--- src/rtl/hist_arb_pkg.sv ---
// Shared types and constants for the histogram-memory arbiter and its helpers.
// Optional grant statistics are enabled in the top level by defining HIST_ARB_STATS_EN.
package hist_arb_pkg;

   localparam int N_CLI_DEF    = 2;
   localparam int CLI_ID_MAX_W = 3;
   localparam int CLI_ID_W     = $clog2(N_CLI_DEF);
   localparam int STAT_W       = 16;

   // Id field is sized for the largest supported client count (8).
   typedef struct packed {
      logic                    valid;
      logic [CLI_ID_MAX_W-1:0] id;
   } tag_t;

   function automatic int id_w(input int n);
      return (n > 1) ? $clog2(n) : 1;
   endfunction

endpackage

--- src/rtl/hist_rr_pick.sv ---
// Combinational round-robin picker: first requester at or after ptr, wrapping.
// Produces a one-hot grant, the winner index and an any-request flag.
module hist_rr_pick #(
   parameter int N     = 2,
   parameter int IDX_W = 1
) (
   input  logic [N-1:0]     req,
   input  logic [IDX_W-1:0] ptr,
   output logic [N-1:0]     gnt,
   output logic [IDX_W-1:0] idx,
   output logic             any
);

   always_comb begin
      // NOTE: every output gets a default before the search loops so no path
      // leaves a value unassigned, which would otherwise infer a latch.
      gnt = '0;
      idx = '0;
      any = 1'b0;
      for (int i = 0; i < N; i++) begin
         if (!any && req[i] && (IDX_W'(i) >= ptr)) begin
            any    = 1'b1;
            gnt[i] = 1'b1;
            idx    = IDX_W'(i);
         end
      end
      // Wrap-around pass over the clients below the pointer.
      for (int i = 0; i < N; i++) begin
         if (!any && req[i] && (IDX_W'(i) < ptr)) begin
            any    = 1'b1;
            gnt[i] = 1'b1;
            idx    = IDX_W'(i);
         end
      end
   end

endmodule

--- src/rtl/hist_mem_arbiter.sv ---
// Registered round-robin arbiter for N_CLI clients sharing one histogram SRAM.
// Define HIST_ARB_STATS_EN to add per-client saturating grant counters.
module hist_mem_arbiter
   import hist_arb_pkg::*;
#(
   parameter int               N_CLI   = 2,
   parameter int               ADDR_W  = 14,
   parameter int               DATA_W  = 8,
   parameter int               RD_LAT  = 1,
   parameter logic [N_CLI-1:0] WR_MASK = 2'b01
) (
   input  logic                      clk,
   input  logic                      rst_n,
   input  logic [N_CLI-1:0]          cli_req,
   input  logic [N_CLI-1:0]          cli_wen,
   input  logic [N_CLI*ADDR_W-1:0]   cli_addr,
   input  logic [N_CLI*DATA_W-1:0]   cli_wdata,
   output logic [N_CLI-1:0]          cli_gnt,
   output logic [N_CLI-1:0]          cli_rvalid,
   output logic [N_CLI*DATA_W-1:0]   cli_rdata,
   output logic                      wr_viol,
   output logic [ADDR_W-1:0]         mem_addr,
   output logic                      mem_wen,
   output logic [DATA_W-1:0]         mem_wdata,
   output logic                      mem_ren,
   input  logic [DATA_W-1:0]         mem_rdata
`ifdef HIST_ARB_STATS_EN
  ,input  logic                      stat_clr,
   output logic [N_CLI*STAT_W-1:0]   stat_gnt_cnt
`endif
);

   localparam int ID_W = id_w(N_CLI);

   logic [ID_W-1:0]   rr_ptr_q, rr_ptr_d;
   logic [ID_W-1:0]   win_idx;
   logic              any_req;
   logic [ADDR_W-1:0] win_addr;
   logic [DATA_W-1:0] win_wdata;
   logic              win_wen, win_may_wr;

   logic [ADDR_W-1:0] mem_addr_q, mem_addr_d;
   logic [DATA_W-1:0] mem_wdata_q, mem_wdata_d;
   logic              mem_wen_q, mem_wen_d;
   logic              mem_ren_q, mem_ren_d;
   logic              wr_viol_q, wr_viol_d;
   logic [ID_W-1:0]   cmd_id_q, cmd_id_d;

   tag_t              tag_q [RD_LAT];
   tag_t              tag_d [RD_LAT];
   tag_t              rtag;

   hist_rr_pick #(
      .N     (N_CLI),
      .IDX_W (ID_W)
   ) u_pick (
      .req (cli_req),
      .ptr (rr_ptr_q),
      .gnt (cli_gnt),
      .idx (win_idx),
      .any (any_req)
   );

   // One-hot grant selects the winner's command fields by AND-OR muxing.
   always_comb begin
      win_addr   = '0;
      win_wdata  = '0;
      win_wen    = 1'b0;
      win_may_wr = 1'b0;
      for (int i = 0; i < N_CLI; i++) begin
         if (cli_gnt[i]) begin
            win_addr   = win_addr  | cli_addr[i*ADDR_W +: ADDR_W];
            win_wdata  = win_wdata | cli_wdata[i*DATA_W +: DATA_W];
            win_wen    = win_wen   | cli_wen[i];
            win_may_wr = win_may_wr | WR_MASK[i];
         end
      end
   end

   always_comb begin
      rr_ptr_d    = rr_ptr_q;
      mem_addr_d  = mem_addr_q;
      mem_wdata_d = mem_wdata_q;
      cmd_id_d    = cmd_id_q;
      mem_wen_d   = 1'b0;
      mem_ren_d   = 1'b0;
      wr_viol_d   = 1'b0;
      if (any_req) begin
         rr_ptr_d    = (win_idx == ID_W'(N_CLI - 1)) ? '0 : win_idx + ID_W'(1);
         mem_addr_d  = win_addr;
         mem_wdata_d = win_wdata;
         cmd_id_d    = win_idx;
         mem_wen_d   = win_wen & win_may_wr;
         mem_ren_d   = ~win_wen;
         wr_viol_d   = win_wen & ~win_may_wr;
      end
   end

   // Tag enters the pipe one cycle after mem_ren is launched, so the last
   // stage lines up with the SRAM data RD_LAT cycles after mem_ren.
   always_comb begin
      for (int i = 0; i < RD_LAT; i++) begin
         tag_d[i] = '0;
      end
      tag_d[0].valid = mem_ren_q;
      tag_d[0].id    = CLI_ID_MAX_W'(cmd_id_q);
      for (int i = 1; i < RD_LAT; i++) begin
         tag_d[i] = tag_q[i-1];
      end
   end

   // NOTE: sequential state is updated with non-blocking assignments only, so
   // every flop samples the pre-edge value of every other flop.
   always_ff @(posedge clk or negedge rst_n) begin
      if (!rst_n) begin
         rr_ptr_q    <= '0;
         mem_addr_q  <= '0;
         mem_wdata_q <= '0;
         mem_wen_q   <= 1'b0;
         mem_ren_q   <= 1'b0;
         wr_viol_q   <= 1'b0;
         cmd_id_q    <= '0;
         // NOTE: the tag pipe is reset like any other control flop (it is not
         // a storage array), which is what drops in-flight reads on reset.
         for (int i = 0; i < RD_LAT; i++) begin
            tag_q[i] <= '0;
         end
      end else begin
         rr_ptr_q    <= rr_ptr_d;
         mem_addr_q  <= mem_addr_d;
         mem_wdata_q <= mem_wdata_d;
         mem_wen_q   <= mem_wen_d;
         mem_ren_q   <= mem_ren_d;
         wr_viol_q   <= wr_viol_d;
         cmd_id_q    <= cmd_id_d;
         for (int i = 0; i < RD_LAT; i++) begin
            tag_q[i] <= tag_d[i];
         end
      end
   end

   assign rtag = tag_q[RD_LAT-1];

   always_comb begin
      cli_rvalid = '0;
      cli_rdata  = '0;
      for (int i = 0; i < N_CLI; i++) begin
         if (rtag.valid && (rtag.id == CLI_ID_MAX_W'(i))) begin
            cli_rvalid[i]                  = 1'b1;
            cli_rdata[i*DATA_W +: DATA_W]  = mem_rdata;
         end
      end
   end

   assign mem_addr  = mem_addr_q;
   assign mem_wdata = mem_wdata_q;
   assign mem_wen   = mem_wen_q;
   assign mem_ren   = mem_ren_q;
   assign wr_viol   = wr_viol_q;

`ifdef HIST_ARB_STATS_EN
   logic [STAT_W-1:0] stat_cnt_q [N_CLI];
   logic [STAT_W-1:0] stat_cnt_d [N_CLI];

   // Clear has priority over a same-cycle grant; counters stick at all-ones.
   always_comb begin
      for (int i = 0; i < N_CLI; i++) begin
         stat_cnt_d[i] = stat_cnt_q[i];
         if (stat_clr) begin
            stat_cnt_d[i] = '0;
         end else if (cli_gnt[i] && (stat_cnt_q[i] != {STAT_W{1'b1}})) begin
            stat_cnt_d[i] = stat_cnt_q[i] + STAT_W'(1);
         end
      end
   end

   always_ff @(posedge clk or negedge rst_n) begin
      if (!rst_n) begin
         for (int i = 0; i < N_CLI; i++) begin
            stat_cnt_q[i] <= '0;
         end
      end else begin
         for (int i = 0; i < N_CLI; i++) begin
            stat_cnt_q[i] <= stat_cnt_d[i];
         end
      end
   end

   always_comb begin
      for (int i = 0; i < N_CLI; i++) begin
         stat_gnt_cnt[i*STAT_W +: STAT_W] = stat_cnt_q[i];
      end
   end
`endif

endmodule

--- config.mk ---
export PLATFORM = sky130hd
export DESIGN_NAME = hist_mem_arbiter
export DESIGN_NICKNAME = d
export VERILOG_FILES = /design/src/rtl/hist_arb_pkg.sv /design/src/rtl/hist_rr_pick.sv /design/src/rtl/hist_mem_arbiter.sv
export SDC_FILE = /design/constraint.sdc
export NUM_CORES = 1
export LEC_CHECK = 0
export BUFFER_PORTS_ARGS = -buffer_cell sky130_fd_sc_hd__buf_2
export CORE_ASPECT_RATIO = 0.8
export CORE_MARGIN = 5
export CORE_UTILIZATION = 41
export DETAILED_ROUTE_END_ITERATION = 16
export PLACE_DENSITY = 0.8
export SLEW_MARGIN = 20
export SYNTH_ARGS = -nofsm -noshare
export SYNTH_HDL_FRONTEND = slang
export SYNTH_HIERARCHICAL = 1
export SYNTH_SLANG_ARGS = --single-unit
--- constraint.sdc ---
create_clock -name clk -period 1.6 [get_ports clk]
set_input_delay 0.08 -clock clk [delete_from_list [all_inputs] [get_ports clk]]
set_output_delay 0.08 -clock clk [all_outputs]
set_load 0.05 [all_outputs]
# [Yosys cells after proc, flatten, opt, wreduce, memory -nomap -nowiden]
# Index checks and enable logic that the tools add are counted.
[word_totals] regBits=29 latchBits=0 mem_bits_rw=0 mem_bits_ro=0 inputBits=58 out_inout_bits=45 word_cells=58 memories=0
[op_classes] add_sub_neg=1 n_mul=0 div_mod_pow=0 n_lt_le_gt_ge=4 eq_ne=0 n_shift=0 mux=24 bitwise=7 reduce_logical=13
[ops] cell="8-bit two-way mux" n=4
[ops] cell="14-bit two-way mux" n=2
[ops] cell="1-bit two-way mux" n=18
[ops] cell="14-bit bitwise OR" n=1
[ops] cell="1-bit logical AND" n=9
[ops] cell="8-bit bitwise OR" n=1
[ops] cell="1-bit zero test" n=3
[ops] cell="3-bit zero test" n=1
[ops] cell="1-bit bitwise AND" n=2
[ops] cell="1-bit greater-or-equal comparator (first input constant)" n=2
[ops] cell="1-bit less-than comparator (first input constant)" n=2
[ops] cell="1-bit NOT" n=2
[ops] cell="1-bit adder (second input constant)" n=1
[ops] cell="1-bit bitwise OR" n=1

# [Logic depth before layout (Yosys ltp)]
[depth] depth_word=18 depth_mapped=5 ltp_nobuf=4

# [Cells and area by module]
# The synthesis kept the hierarchy.
[modules_own_cells] mod="hist_mem_arbiter" n_inst=1 cells_per_inst=143 area_each_um2=1442.6 seq_area_each_um2=725.7
[modules_own_cells] mod="hist_rr_pick" n_inst=1 cells_per_inst=5 area_each_um2=32.5 seq_area_each_um2=0.0

# [Least setup slack after synthesis]
# No wires, ideal clock.
[synth_path] path_type="reg-to-reg" startpoint="reg rr_ptr_q" endpoint="reg mem_addr_q[0], in the netlist mem_addr[0]" setup_ps=73 arrival_time_ps=1876 t_required_ps=1527 setup_slack_ps=-350 stages_incl_launch_ff=6 n_path_buf=1 period_less_slack_ps=1950 path_cell_list="dfrtp_1 -> inv_1 -> a21boi_1 -> buf_6 -> a22oi_2 -> a21oi_2"
[synth_via] elab_chain_cells=16 word_cells_on_any_way=24 cone_classes="4 x order compare; 9 x mux; 1 x bitwise; 10 x reduce/logical"
[synth_rtl] element="from (decl)" line_no="hist_mem_arbiter.sv:35" text="logic [ID_W-1:0] rr_ptr_q, rr_ptr_d;"
[synth_rtl] element="from (signal assigned)" line_no="hist_mem_arbiter.sv:129" text="rr_ptr_q <= rr_ptr_d;"
[synth_rtl] element="1-bit greater-or-equal comparator" line_no="hist_rr_pick.sv:21" text="if (!any && req[i] && (IDX_W'(i) >= ptr)) begin"
[synth_rtl] element="1-bit logical AND" line_no="hist_rr_pick.sv:21"
[synth_rtl] element="1-bit two-way mux" line_no="hist_rr_pick.sv:21"
[synth_rtl] element="1-bit zero test" line_no="hist_rr_pick.sv:21"
[synth_rtl] element="1-bit logical AND (2 in series)" line_no="hist_rr_pick.sv:21"
[synth_rtl] element="1-bit two-way mux" line_no="hist_rr_pick.sv:21"
[synth_rtl] element="1-bit zero test" line_no="hist_rr_pick.sv:29" text="if (!any && req[i] && (IDX_W'(i) < ptr)) begin"
[synth_rtl] element="1-bit logical AND (2 in series)" line_no="hist_rr_pick.sv:29"
[synth_rtl] element="1-bit two-way mux" line_no="hist_rr_pick.sv:29"
[synth_rtl] element="1-bit zero test" line_no="hist_rr_pick.sv:29"
[synth_rtl] element="1-bit logical AND (2 in series)" line_no="hist_rr_pick.sv:29"
[synth_rtl] element="1-bit two-way mux *" line_no="hist_rr_pick.sv:29"
[synth_rtl] element="named net cli_gnt[1]" line_no="hist_mem_arbiter.sv:18" text="output logic [N_CLI-1:0] cli_gnt,"
[synth_rtl] element="14-bit two-way mux *" line_no="hist_mem_arbiter.sv:71" text="if (cli_gnt[i]) begin"
[synth_rtl] element="to (signal assigned)" line_no="hist_mem_arbiter.sv:130" text="mem_addr_q <= mem_addr_d;"
[synth_rtl] element="to (decl)" line_no="hist_mem_arbiter.sv:42" text="logic [ADDR_W-1:0] mem_addr_q, mem_addr_d;"
# The timed path passes the listed nets; every way through them passes the cells marked *.
# A chain may end at the register's enable or synchronous reset.

# [Worst setup path in the final report]
[layout_path] startpoint="reg rr_ptr_q" endpoint="out cli_gnt[1]"
[layout_via] elab_chain_cells=15 word_cells_on_any_way=19 cone_classes="4 x order compare; 5 x mux; 10 x reduce/logical"
[layout_rtl] element="1-bit greater-or-equal comparator" line_no="hist_rr_pick.sv:21"
[layout_rtl] element="1-bit logical AND" line_no="hist_rr_pick.sv:21"
[layout_rtl] element="1-bit two-way mux" line_no="hist_rr_pick.sv:21"
[layout_rtl] element="1-bit zero test" line_no="hist_rr_pick.sv:21"
[layout_rtl] element="1-bit logical AND (2 in series)" line_no="hist_rr_pick.sv:21"
[layout_rtl] element="1-bit two-way mux" line_no="hist_rr_pick.sv:21"
[layout_rtl] element="1-bit zero test" line_no="hist_rr_pick.sv:29"
[layout_rtl] element="1-bit logical AND (2 in series)" line_no="hist_rr_pick.sv:29"
[layout_rtl] element="1-bit two-way mux" line_no="hist_rr_pick.sv:29"
[layout_rtl] element="1-bit zero test" line_no="hist_rr_pick.sv:29"
[layout_rtl] element="1-bit logical AND (2 in series)" line_no="hist_rr_pick.sv:29"
[layout_rtl] element="1-bit two-way mux *" line_no="hist_rr_pick.sv:29"
[layout_rtl] element="to (decl)" line_no="hist_mem_arbiter.sv:18"
# Every way passes the cells marked *; elsewhere a longest branch is shown, timed or not.

==> results.toml <==
[outcome]
status = "completed"

[setup_path]
reg2reg_to = "wr_viol$_DFF_PN0_"
critPathKind = "reg -> out"
required_ns = 1.52
rrSetupSlack_ns = 0.33
cp-start-kind = "flip-flop"
crit_fanout = 13
critPathCaptureType = "primary output"
r2r-start = "rr_ptr_q$_DFFE_PN0P_"
crit_start = "rr_ptr_q$_DFFE_PN0P_"
reg2reg_depth = 5
arrival_ns = 1.43

[synth]
synth_top_area_share = 0.4919
syn_area_um2 = 1475
ys_top_cells_by_count = "nor2_1 (31), dfrtp_1 (29), a21oi_1 (13), a22oi_1 (13), nand2_1 (11)"
synth_cell_types = 19
synth-seq-area-share = 0.4919
ys_warn_count = 6
synthArstFlopShare = 1.000
syn_nets = 206
synth-seq-cells = 29
synth.area.top_cells = "dfrtp_1 (49%), nor2_1 (7.9%), a22oi_2 (7.6%)"
syn-mean-instance-area_um2 = 9.967
yosysMostFrequentCell = "nor2_1"
synth_top_flop_cell = "dfrtp_1"
syn-instance-count = 148
synth_top_area_cell = "dfrtp_1"
synth_edf_count = 0

[global_route]
overflow = 0
grt_pass1_wl_um = 6541
antenna_found_initial = 0
grt_max_degree = 31
track_usage = 0.1663
grt_pass1_vias = 1410

[timing]
fin_crit_sh = 0.9424
tns_ns = 0
holdWs_ns = 0.03384
skew_ns = 0.002962
tightest_slew_ns = 0.6368
maxSlewHeadroom = 0.5755
hold_viol = 0
fin_crit_ns = 1.508
finalSetupViolations = 0
rsz0062_at_grt = "false"
maxSlewViolCount = 0
fmax_mhz = 663.2

[floorplanning]
rows = 19
ios = 103
die_w_um = 77.07
die_h_um = 63.65
dieArea_um2 = 4905
core-area_um2 = 3447
start_util = 0.4279

[layout]
instances_no_fill = 294
regArea_um2 = 726.9
nNetsFinal = 309
fill_cells = 314
syn2layout_area_growth_pct = 42.66
multi_input_comb_area_um2 = 661.9
drive_above_1_share = 0.5476
fin_util = 0.6105
diodes = 0

[power_and_ir_drop]
seqPwrFrac = 0.386
power_switching_w = 0.0009296
ir_drop_uv = 607.5
power.density_nw_per_um2 = 1085
p_leak_nw = 1.133
swShare = 0.4072
p_int_w = 0.001353
power_frac_comb = 0.364
power.total_w = 0.002283
p_clk_frac = 0.250

[placement]
portBuffers = 102
hpwlAfterDp_um = 3086
place_inst = 285
gp_congestion = 0.7733

[route]
wl_um = 4018
vias = 1442
drt-wirelength-per-cell_um = 13.67
avgViaCountPerCell = 4.905
ant_nets = 0
drt-initial-drc-count = 48
drt_first_pass_iters = 4
drc = 0

[cts]
cts-root-buf = "clkbuf_8"
clk_path_buf_depth = 2
cts_buffers = 5
htree_levels = 2
cts.sinks = 29
cts_tree = "done"
clk_latency_ns = 0.28
post-cts-setup-buffers = 0
clkTransAtPathRegs_ns = 0.06

[flow_run]
max_cap_violations = 0

[worst_hold_path]
hp-class = "in -> reg"
min_to = "mem_wen$_DFF_PN0_"
min_from = "cli_wen[0]"
hold_depth = 3
## what timing repair did
item,in CTS,in global routing
endpoints found under the setup margin,0,2
gates resized for setup,0,2
hold endpoints to repair,29,0
hold buffers,1,0
## worst max path at each step
stage                                         end  slack, ns  depth (start not counted)
after global routing                   cli_gnt[1]       0.01                          4
after detailed placement        wr_viol$_DFF_PN0_       0.34                          5
after floorplan           mem_addr[0]$_DFFE_PN0P_       0.02                          5
after global placement          mem_ren$_DFF_PN0_       0.38                          5
final                                  cli_gnt[1]       0.09                          4
after CTS                              cli_gnt[1]       0.06                          4
## cell usage in the layout (no fill, tap or decap)
cell	n
dlygate4sd3_1	1
a22oi_1	13
clkbuf_8	5
clkinv_2	2
mux2i_1	1
dfrtp_1	28
clkbuf_4	1
a21boi_1	1
mux2_2	1
a21boi_2	1
nor2_1	31
inv_1	2
and3_1	9
nand2_1	11
clkbuf_1	1
nor2b_1	1
and2_1	1
or2_2	1
buf_12	1
a21boi_4	1
a22oi_2	9
nor3b_1	1
buf_4	4
dfrtp_2	1
buf_2	101
a21oi_2	10
a21oi_1	13
## state kept, by name, indices dropped and copies added (netlist names)
signal and flops:
rr_ptr_q 1, cmd_id_q 1, wr_viol 1, mem_addr 14, mem_wdata 8, rtag 2
mem_wen 1, mem_ren 1
## worst max-delay path, stage by stage, from the launching register on
cell,delay (ns)
dfrtp_1,0.41
inv_1,0.09
a21boi_2,0.16
buf_4,0.23
clkbuf_4,0.27
## power groups by stage
stage	Combinational [W]	Sequential [W]	Clock, W
6_report	0.000832	0.000881	0.000570
4_1_cts	0.000839	0.000880	0.000591
3_3_place_gp	0.000829	0.000890	0
5_1_grt	0.000885	0.000894	0.000632
2_1_floorplan	0.000364	0.00113	0
3_5_place_dp	0.000837	0.000891	0
## cells by family (layout without fill, tap and decap cells)
group | Yosys count | after routing | share of synthesized area
flops | 29 | 29 | 0.4919
buf+inv | 14 | 118 | 0.06955
compound gates | 48 | 48 | 0.2612
mux | 2 | 2 | 0.01442
simple gates | 55 | 55 | 0.1629
## through the flow
step	cell area, um2	setup WS, ns
3_3_place_gp	2008	0.3774
4_1_cts	2101	0.05879
5_1_grt	2105	0.01447
2_1_floorplan	1490	0.01837
3_5_place_dp	2008	0.3361
6_report	2105	0.09218
## final cells by class
cell class	count	area share
clock buffers	6	0.03448
well taps	42	0.02497
repair buffers	108	0.2723
clock inverters	2	0.004756
flip-flops and latches	29	0.3454
inverters	2	0.003567
multi-input cells	105	0.3145
## routing by layer
metal / global-route usage / up-vias / wire (um)
li1: - / 725 / -
met1: 0.1948 / 638 / 1556
met2: 0.2669 / 73 / 1883
met3: 0.08689 / 6 / 529
met4: 0.04506 / 0 / 48
met5: 0 / - / 0
(Power assumes the default switching activity.)
